<file path="config.mk">
export PLATFORM = sky130hd
export DESIGN_NAME = reg_file_sb_flat
export DESIGN_NICKNAME = d
export VERILOG_FILES = /design/src/rtl/reg_file_sb_pkg.sv /design/src/rtl/reg_file_sb_if.sv /design/src/rtl/reg_file_sb_read_port.sv /design/src/rtl/reg_file_sb.sv /design/src/flat_wrapper.sv
export SDC_FILE = /design/constraint.sdc
export NUM_CORES = 2
export LEC_CHECK = 0
export ABC_AREA = 0
export CORE_ASPECT_RATIO = 1.25
export CORE_MARGIN = 4
export CORE_UTILIZATION = 55
export DETAILED_ROUTE_END_ITERATION = 8
export GPL_ROUTABILITY_DRIVEN = 0
export PLACE_DENSITY = 0.77
export SLEW_MARGIN = 20
export SYNTH_ARGS = -nofsm -noshare
export SYNTH_HDL_FRONTEND = slang
export SYNTH_SLANG_ARGS = --single-unit
</file>
<file path="constraint.sdc">
create_clock -name clk -period 46.6 [get_ports clk]
set_input_delay 9.32 -clock clk [delete_from_list [all_inputs] [get_ports clk]]
set_output_delay 9.32 -clock clk [all_outputs]
set_load 0.01 [all_outputs]
</file>
<file path="src/rtl/reg_file_sb_pkg.sv">
// Shared register-file constants and the architectural register address type,
// so decode, hazard and writeback units agree on sizing.
package rf_pkg;

    localparam int RF_XLEN  = 32;
    localparam int RF_NREGS = 32;
    localparam int RF_NRD   = 2;
    localparam int RF_AW    = $clog2(RF_NREGS);

    typedef logic [RF_AW-1:0] rf_addr_t;

endpackage : rf_pkg

</file>
<file path="src/rtl/reg_file_sb_if.sv">
// Decode/writeback-side bundle of the scoreboarded register file: read ports,
// writeback write port, issue port and flush.
interface reg_file_sb_if
    import rf_pkg::*;
#(
    parameter int XLEN  = RF_XLEN,
    parameter int NREGS = RF_NREGS,
    parameter int NRD   = RF_NRD,
    parameter int AW    = $clog2(NREGS)
);

    logic                wr_en;
    logic [AW-1:0]       wr_addr;
    logic [XLEN-1:0]     wr_data;

    logic [NRD*AW-1:0]   rd_addr;
    logic [NRD*XLEN-1:0] rd_data;
    logic [NRD-1:0]      rd_busy;

    logic                iss_en;
    logic [AW-1:0]       iss_addr;
    logic                flush;

    // Pipeline side: drives addresses, writes and issues; consumes read results.
    modport master (
        output wr_en, wr_addr, wr_data,
        output rd_addr,
        output iss_en, iss_addr, flush,
        input  rd_data, rd_busy
    );

    // Register file side.
    modport slave (
        input  wr_en, wr_addr, wr_data,
        input  rd_addr,
        input  iss_en, iss_addr, flush,
        output rd_data, rd_busy
    );

endinterface : reg_file_sb_if

</file>
<file path="src/rtl/reg_file_sb_read_port.sv">
// One combinational read port: register-0 forcing, same-cycle write bypass and
// busy masking for the value being written back right now.
module rf_read_port
    import rf_pkg::*;
#(
    parameter int XLEN = RF_XLEN,
    parameter int AW   = RF_AW
) (
    input  logic            rst,
    input  logic [AW-1:0]   rd_addr,
    input  logic            wr_en,
    input  logic [AW-1:0]   wr_addr,
    input  logic [XLEN-1:0] wr_data,
    input  logic [XLEN-1:0] stored_data,
    input  logic            stored_busy,
    output logic [XLEN-1:0] rd_data,
    output logic            rd_busy
);

    logic addr_zero;
    logic bypass;

    assign addr_zero = (rd_addr == '0);
    // Gated by reset so a write presented during reset never leaks out.
    assign bypass    = ~rst & wr_en & (wr_addr == rd_addr);

    // NOTE: combinational outputs get a default first so no path infers a latch.
    always_comb begin
        rd_data = stored_data;
        rd_busy = stored_busy & ~bypass;
        if (addr_zero) begin
            rd_data = '0;
            rd_busy = 1'b0;
        end else if (bypass) begin
            rd_data = wr_data;
        end
    end

endmodule : rf_read_port

</file>
<file path="src/rtl/reg_file_sb.sv">
// Parametrised register file with NRD bypassed read ports, hardwired-zero r0 and
// a per-register busy scoreboard set at issue and cleared at writeback or flush.
module reg_file_sb
    import rf_pkg::*;
#(
    parameter int XLEN  = RF_XLEN,
    parameter int NREGS = RF_NREGS,
    parameter int NRD   = RF_NRD,
    parameter int AW    = $clog2(NREGS)
) (
    input  logic         clk,
    input  logic         rst,
    reg_file_sb_if.slave bus
);

    logic [XLEN-1:0]          regs [NREGS];
    logic [NREGS-1:0]         busy;
    logic [NREGS-1:0]         busy_next;
    logic [NRD-1:0][XLEN-1:0] port_data;
    logic [NRD-1:0]           port_busy;

    // NOTE: the array is reset because software may read any register before
    // writing it and must observe zero.
    always_ff @(posedge clk or posedge rst) begin
        if (rst) begin
            for (int r = 0; r < NREGS; r++) begin
                regs[r] <= '0;
            end
        end else if (bus.wr_en && bus.wr_addr != '0) begin
            regs[bus.wr_addr] <= bus.wr_data;
        end
    end

    // Issue is applied after writeback so a same-cycle re-issue stays busy.
    always_comb begin
        busy_next = busy;
        if (bus.flush) begin
            busy_next = '0;
        end else begin
            if (bus.wr_en) begin
                busy_next[bus.wr_addr] = 1'b0;
            end
            if (bus.iss_en && bus.iss_addr != '0) begin
                busy_next[bus.iss_addr] = 1'b1;
            end
        end
    end

    always_ff @(posedge clk or posedge rst) begin
        if (rst) begin
            busy <= '0;
        end else begin
            busy <= busy_next;
        end
    end

    for (genvar i = 0; i < NRD; i++) begin : g_rd
        logic [AW-1:0] addr;

        assign addr = bus.rd_addr[i*AW +: AW];

        rf_read_port #(
            .XLEN (XLEN),
            .AW   (AW)
        ) u_port (
            .rst         (rst),
            .rd_addr     (addr),
            .wr_en       (bus.wr_en),
            .wr_addr     (bus.wr_addr),
            .wr_data     (bus.wr_data),
            .stored_data (regs[addr]),
            .stored_busy (busy[addr]),
            .rd_data     (port_data[i]),
            .rd_busy     (port_busy[i])
        );
    end

    assign bus.rd_data = port_data;
    assign bus.rd_busy = port_busy;

endmodule : reg_file_sb
</file>
<file path="src/flat_wrapper.sv">
// flat-port wrapper written by rule: the top's interface ports become plain ports
module reg_file_sb_flat import rf_pkg::*;
#(
    parameter int XLEN  = RF_XLEN,
    parameter int NREGS = RF_NREGS,
    parameter int NRD   = RF_NRD,
    parameter int AW    = $clog2(NREGS)
)
  (clk, rst, bus_wr_en, bus_wr_addr, bus_wr_data, bus_rd_addr, bus_iss_en, bus_iss_addr, bus_flush, bus_rd_data, bus_rd_busy);
  reg_file_sb_if #(.XLEN(XLEN), .NREGS(NREGS), .NRD(NRD), .AW(AW)) bus_i ();
  input  logic clk;
  input  logic rst;
  input wire logic [$bits(bus_i.wr_en)-1:0] bus_wr_en;
  input wire logic [$bits(bus_i.wr_addr)-1:0] bus_wr_addr;
  input wire logic [$bits(bus_i.wr_data)-1:0] bus_wr_data;
  input wire logic [$bits(bus_i.rd_addr)-1:0] bus_rd_addr;
  input wire logic [$bits(bus_i.iss_en)-1:0] bus_iss_en;
  input wire logic [$bits(bus_i.iss_addr)-1:0] bus_iss_addr;
  input wire logic [$bits(bus_i.flush)-1:0] bus_flush;
  output wire logic [$bits(bus_i.rd_data)-1:0] bus_rd_data;
  output wire logic [$bits(bus_i.rd_busy)-1:0] bus_rd_busy;
  assign bus_i.wr_en = bus_wr_en;
  assign bus_i.wr_addr = bus_wr_addr;
  assign bus_i.wr_data = bus_wr_data;
  assign bus_i.rd_addr = bus_rd_addr;
  assign bus_i.iss_en = bus_iss_en;
  assign bus_i.iss_addr = bus_iss_addr;
  assign bus_i.flush = bus_flush;
  assign bus_rd_data = bus_i.rd_data;
  assign bus_rd_busy = bus_i.rd_busy;
  reg_file_sb #(.XLEN(XLEN), .NREGS(NREGS), .NRD(NRD), .AW(AW)) u_core (.clk(clk), .rst(rst), .bus(bus_i));
endmodule
</file>
Word-level counts from Yosys, hierarchy flattened
Index checks and enable logic that the tools add are counted.
{ "word_totals": {"elab_cells": 95, "in_bits": 57, "register_bits": 1056} }
{ "classes": {"order_cmp": 10, "eq_ne": 2, "muxes": 27, "n_bitwise": 14, "reduce_logical": 9} }
{ "op_table": {"columns": ["cell", "count"], "rows": [
  ["1024-bit bitwise mux", 1],
  ["32-bit 2-to-1 mux", 13],
  ["32-bit binary-select mux with 5-bit select", 2],
  ["32-bit demux with 5-bit select", 1],
  ["32-bit bitwise AND", 1],
  ["32-bit inverter", 1],
  ["32-bit OR", 1],
  ["5-bit by 6-bit < comparator with 1-bit output (second input constant)", 4],
  ["6-bit greater-or-equal comparator (second input constant)", 3],
  ["5-bit inverter with 6-bit output", 3],
  ["1-bit binary-select mux with 5-bit select", 2],
  ["1-bit demux with 5-bit select", 2],
  ["5-bit == test", 2],
  ["5-bit by 1-bit greater-or-equal comparator with 1-bit output (second input constant)", 2],
  ["5-bit logical NOT", 2],
  ["5-bit nonzero test", 2],
  ["6-bit by 1-bit < comparator with 1-bit output (second input constant)", 1],
  ["1-bit 2-to-1 mux", 6],
  ["1-bit bitwise AND", 5],
  ["1-bit logical AND", 5],
  ["1-bit inverter", 3]
]} }

Depth between registers and ports, before layout
{ "depth": {"word_depth": 11, "mapped_depth": 11} }

Hierarchy
A second synthesis with hierarchy kept.
{ "hier_totals": {"hier_cells": 5067, "area_unflattened_um2": 58682.5} }
{ "by_module_without_submodules": {"columns": ["module", "instances", "area_each_um2", "cells_each"], "rows": [
  ["reg_file_sb", 1, 57366.3, 4815],
  ["rf_read_port", 2, 658.1, 126]
]} }

Worst setup path after synthesis
No wires, ideal clock.
{ "synth_path": {"path_kind": "input to output", "start": "input port bus_rd_addr[0]", "end": "output port bus_rd_data[0]", "arrival_ns": 11.017, "stages": 8, "path_slack_ns": 26.263, "n_path_buf": 3, "t_required_ns": 37.280, "path_cell_list": "buf_4 buf_4 buf_2 mux4_2 a211oi_1 a21oi_1 a22oi_1 o21ai_0"} }
{ "synth_between": {"elab_chain_len": 6} }
{ "synth_rtl": {"columns": ["element", "line", "rtl"], "rows": [
  ["start, declared", "flat_wrapper.sv:16", "input wire logic [$bits(bus_i.rd_addr)-1:0] bus_rd_addr;"],
  ["5-bit inverter with 6-bit output (implied by the code)", "reg_file_sb.sv:71", ".stored_data (regs[addr]),"],
  ["32-bit binary-select mux with 5-bit select", "reg_file_sb.sv:71", null],
  ["32-bit 2-to-1 mux (implied by the code) (2 in a row)", "reg_file_sb.sv:71", null],
  ["32-bit 2-to-1 mux", "reg_file_sb_read_port.sv:34", "end else if (bypass) begin"],
  ["32-bit 2-to-1 mux (*)", "reg_file_sb_read_port.sv:31", "if (addr_zero) begin"],
  ["end, declared", "flat_wrapper.sv:20", "output wire logic [$bits(bus_i.rd_data)-1:0] bus_rd_data;"]
]} }
Mark *: on every way between the ends. The rest lies on a longest branch, timed or not. The select of a mux whose other input is x is not followed.

Final worst setup path
{ "layout_path": {"start": "input port bus_rd_addr[5]", "end": "output port bus_rd_data[63]"} }
Same word-level chain as after synthesis.

==> run_results.csv <==
group,metric,value,unit
setup_path,slowest_stage,"or4_1",
detailed_routing,dr.pass1.iters,5,
setup_path,cp-end-kind,"primary output",
synthesis,ys_warn_count,0,
placement,io_buffers,122,
clock_network,cts_resized,0,
placement,pre_cts_slack,22920,ps
clock_network,clkTransAtPathRegs,60,ps
finish,drive_above_1_share,45.2,%
finish,fillers,7738,
synthesis,synthTopCellsByCount,"dfrtp_1, mux2_2, mux4_2",
pwr,peakVddDrop,0.0362,mV
synthesis,syn_area,57400,um2
synthesis,synth_top_cell_area_share,46.1,%
synthesis,synth.net_count,4139,
sta,setup_viol,0,
die,ios,123,
die,core-area,104000,um2
setup_path,cp_slowest_stage_delay,920,ps
finish,nets,4032,
setup_path,critPathMaxFanout,100,
die,rows,132,
sta,final_max_slew_viol_count,0,
clock_network,htree_levels,3,
clock_network,cts_buffers,110,
global_route,gr-total-overflow,0,
global_route,grt_pass1_wl,268,mm
flow_run,drv_cap,0,
sta,fin_crit,23720,ps
detailed_routing,drtAntennaViolNets,0,
hold_path,hold_class,"reg -> reg",
clock_network,cts_root_buf,"clkbuf_16",
pwr,leakage,27.1,nW
sta,setup_slack,22880,ps
die,die_y,369,um
synthesis,synth_area_leaders,"dfrtp_1, mux2_2, mux4_2, mux2i_1, clkbuf_1",
die,start_util,55.4,%
die,die_w,297,um
setup_path,path_class,"in -> out",
detailed_routing,drc_errors,0,
sta,rsz0062_at_grt,"no",
synthesis,post-synth-top-area-cell,"dfrtp_1",
synthesis,yosys.cell_types.count,63,
synthesis,synth_seq_cells,1056,
pwr,p_per_area,42.7,nW/um2
synthesis,ys_seq_area_share,46.1,%
sta,hold_viol,0,
sta,setup-tns-final,0,ps
finish,multi_input_area,29000,um2
sta,tightestPinTransition,1110,ps
finish,seq_area,26400,um2
detailed_routing,wirelength,181,mm
global_route,grt.total_usage,32.8,%
detailed_routing,via_per_inst,7.31,
clock_network,cts_tree,"yes",
run_status,status,"completed",
synthesis,async_reset_ff_share,100,%
setup_path,cp.arrival,14400,ps
global_route,grt_pass1_vias,40400,
global_route,grt_antenna_before_repair,16,
sta,max_slew_margin,25.6,%
detailed_routing,drtIter0Drc,4855,
clock_network,clock_path_buffers,3,
setup_path,crit_required,37280,ps
clock_network,post_cts_buffers,0,
sta,final.period_utilization,50.9,%
synthesis,synthCells,4082,
clock_network,clkLatencyLatePin,690,ps
sta,fmax,42.2,MHz
detailed_routing,detail_route.wl_per_cell,33.4,um
die,fp.dieArea,110000,um2
placement,dp_hpwl,103,mm
synthesis,synth_top_flop_cell,"dfrtp_1",
setup_path,cp-start-kind,"primary input",
detailed_routing,via_count,39600,
setup_path,rrSetupSlack,45760,ps
sta,fin_skew,0,ps
global_route,grt_max_degree,183,
synthesis,yosysMostFrequentCell,"dfrtp_1",
clock_network,clock-sinks,1056,
synthesis,synth_area_per_cell,14.1,um2
clock_network,cts-hold-fix-buffers,0,
finish,area_growth,9.93,%
synthesis,synth-edff-count,0,
setup_path,path_cells,"buf_8 -> buf_4 -> buf_12 -> or4_1 -> nand2_2 -> a211oi_1 -> a22o_1 -> clkdlybuf4s50_1",
[layout by cell type, fill, tap and decap left out, types with 16 or more instances in the layout]
cell / count
a221oi_1: 57
nor3_1: 24
mux4_2: 424
clkbuf_1: 26
nor2_1: 62
a211oi_1: 50
nand2_2: 16
buf_4: 109
clkbuf_8: 23
o22ai_1: 67
nand3_1: 39
clkinv_2: 19
a22oi_1: 46
mux2i_1: 229
mux2_2: 1038
clkdlybuf4s50_1: 106
o21ai_0: 108
clkbuf_16: 115
dfrtp_1: 1056
nor2b_1: 31
nand2_1: 92
a21oi_1: 85
nor2_4: 18
[cells by family after synthesis]
logic type	count (synthesis)	share of synthesized area, %
multiplexers	1691	41.0
flip-flops	1056	46.1
AO/OA/AOI/OAI	502	5.84
buffers and inverters	462	3.79
AND/OR/NAND/NOR	361	3.13
XOR/XNOR	10	0.153
[path summary, 6_finish.rpt]
path / startpoint / end / cells past startpoint
setup / recovery: bus_rd_addr[5] / bus_rd_data[63] / 8
hold / removal: u_core.regs[1003] / u_core.regs[1003] / 0
setup reg to reg: u_core.regs[171] / u_core.regs[171] / 1
hold reg to reg: u_core.regs[1003] / u_core.regs[1003] / 0
max in group asynchronous: rst / u_core.regs[366] / 5
min in group asynchronous: rst / u_core.regs[742] / 2
[report_power, final]
group / total (mW) / internal (mW) / switching, mW / leakage [nW]
clock: 0.929 / 0.552 / 0.377 / 1.87
sequential: 1.21 / 1.09 / 0.127 / 13.6
combinational: 0.548 / 0.319 / 0.229 / 11.6
[flip-flops by register name (all words and copies together) (netlist names)]
signal / count
u_core.regs: 1024
u_core.busy: 32
[stage by stage]
step	std cells	utilization, %	cell area (um2)	hold slack, ps	total power [mW]
floorplan	4082	-	57400	441	1.61
global placement	5201	57.2	59200	376	1.74
detailed placement	5201	57.2	59200	384	1.76
CTS	5401	60.8	63000	397	2.69
global route	5404	60.9	63000	408	2.79
finish	5412	60.9	63100	397	2.69
[layout make-up]
cell class	count	area share (%)
Multi-Input combinational cell	2564	45.9
Sequential cell	1056	41.9
Clock buffer	164	5.22
Timing Repair Buffer	235	3.38
Tap cell	1340	2.66
Clock inverter	36	0.804
Inverter	8	0.0595
Antenna cell	9	0.0357
[worst max-delay path, delay by kind of cell]
kind,cells,cell delay [ps]
buffers and inverters,4,2600
AND/OR/NAND/NOR,2,1600
AO/OA/AOI/OAI,2,710
[metal layers]
metal / share of wire (%) / up-vias / wire (um) / GRT usage (%)
li1: - / 15500 / - / -
met1: 37 / 20900 / 67300 / 43.3
met2: 46 / 2514 / 82700 / 50.7
met3: 11 / 678 / 19800 / 8.39
met4: 6.2 / 8 / 11200 / 17.3
met5: 0.026 / - / 47 / 0
Power figures use the tool's default switching activity.
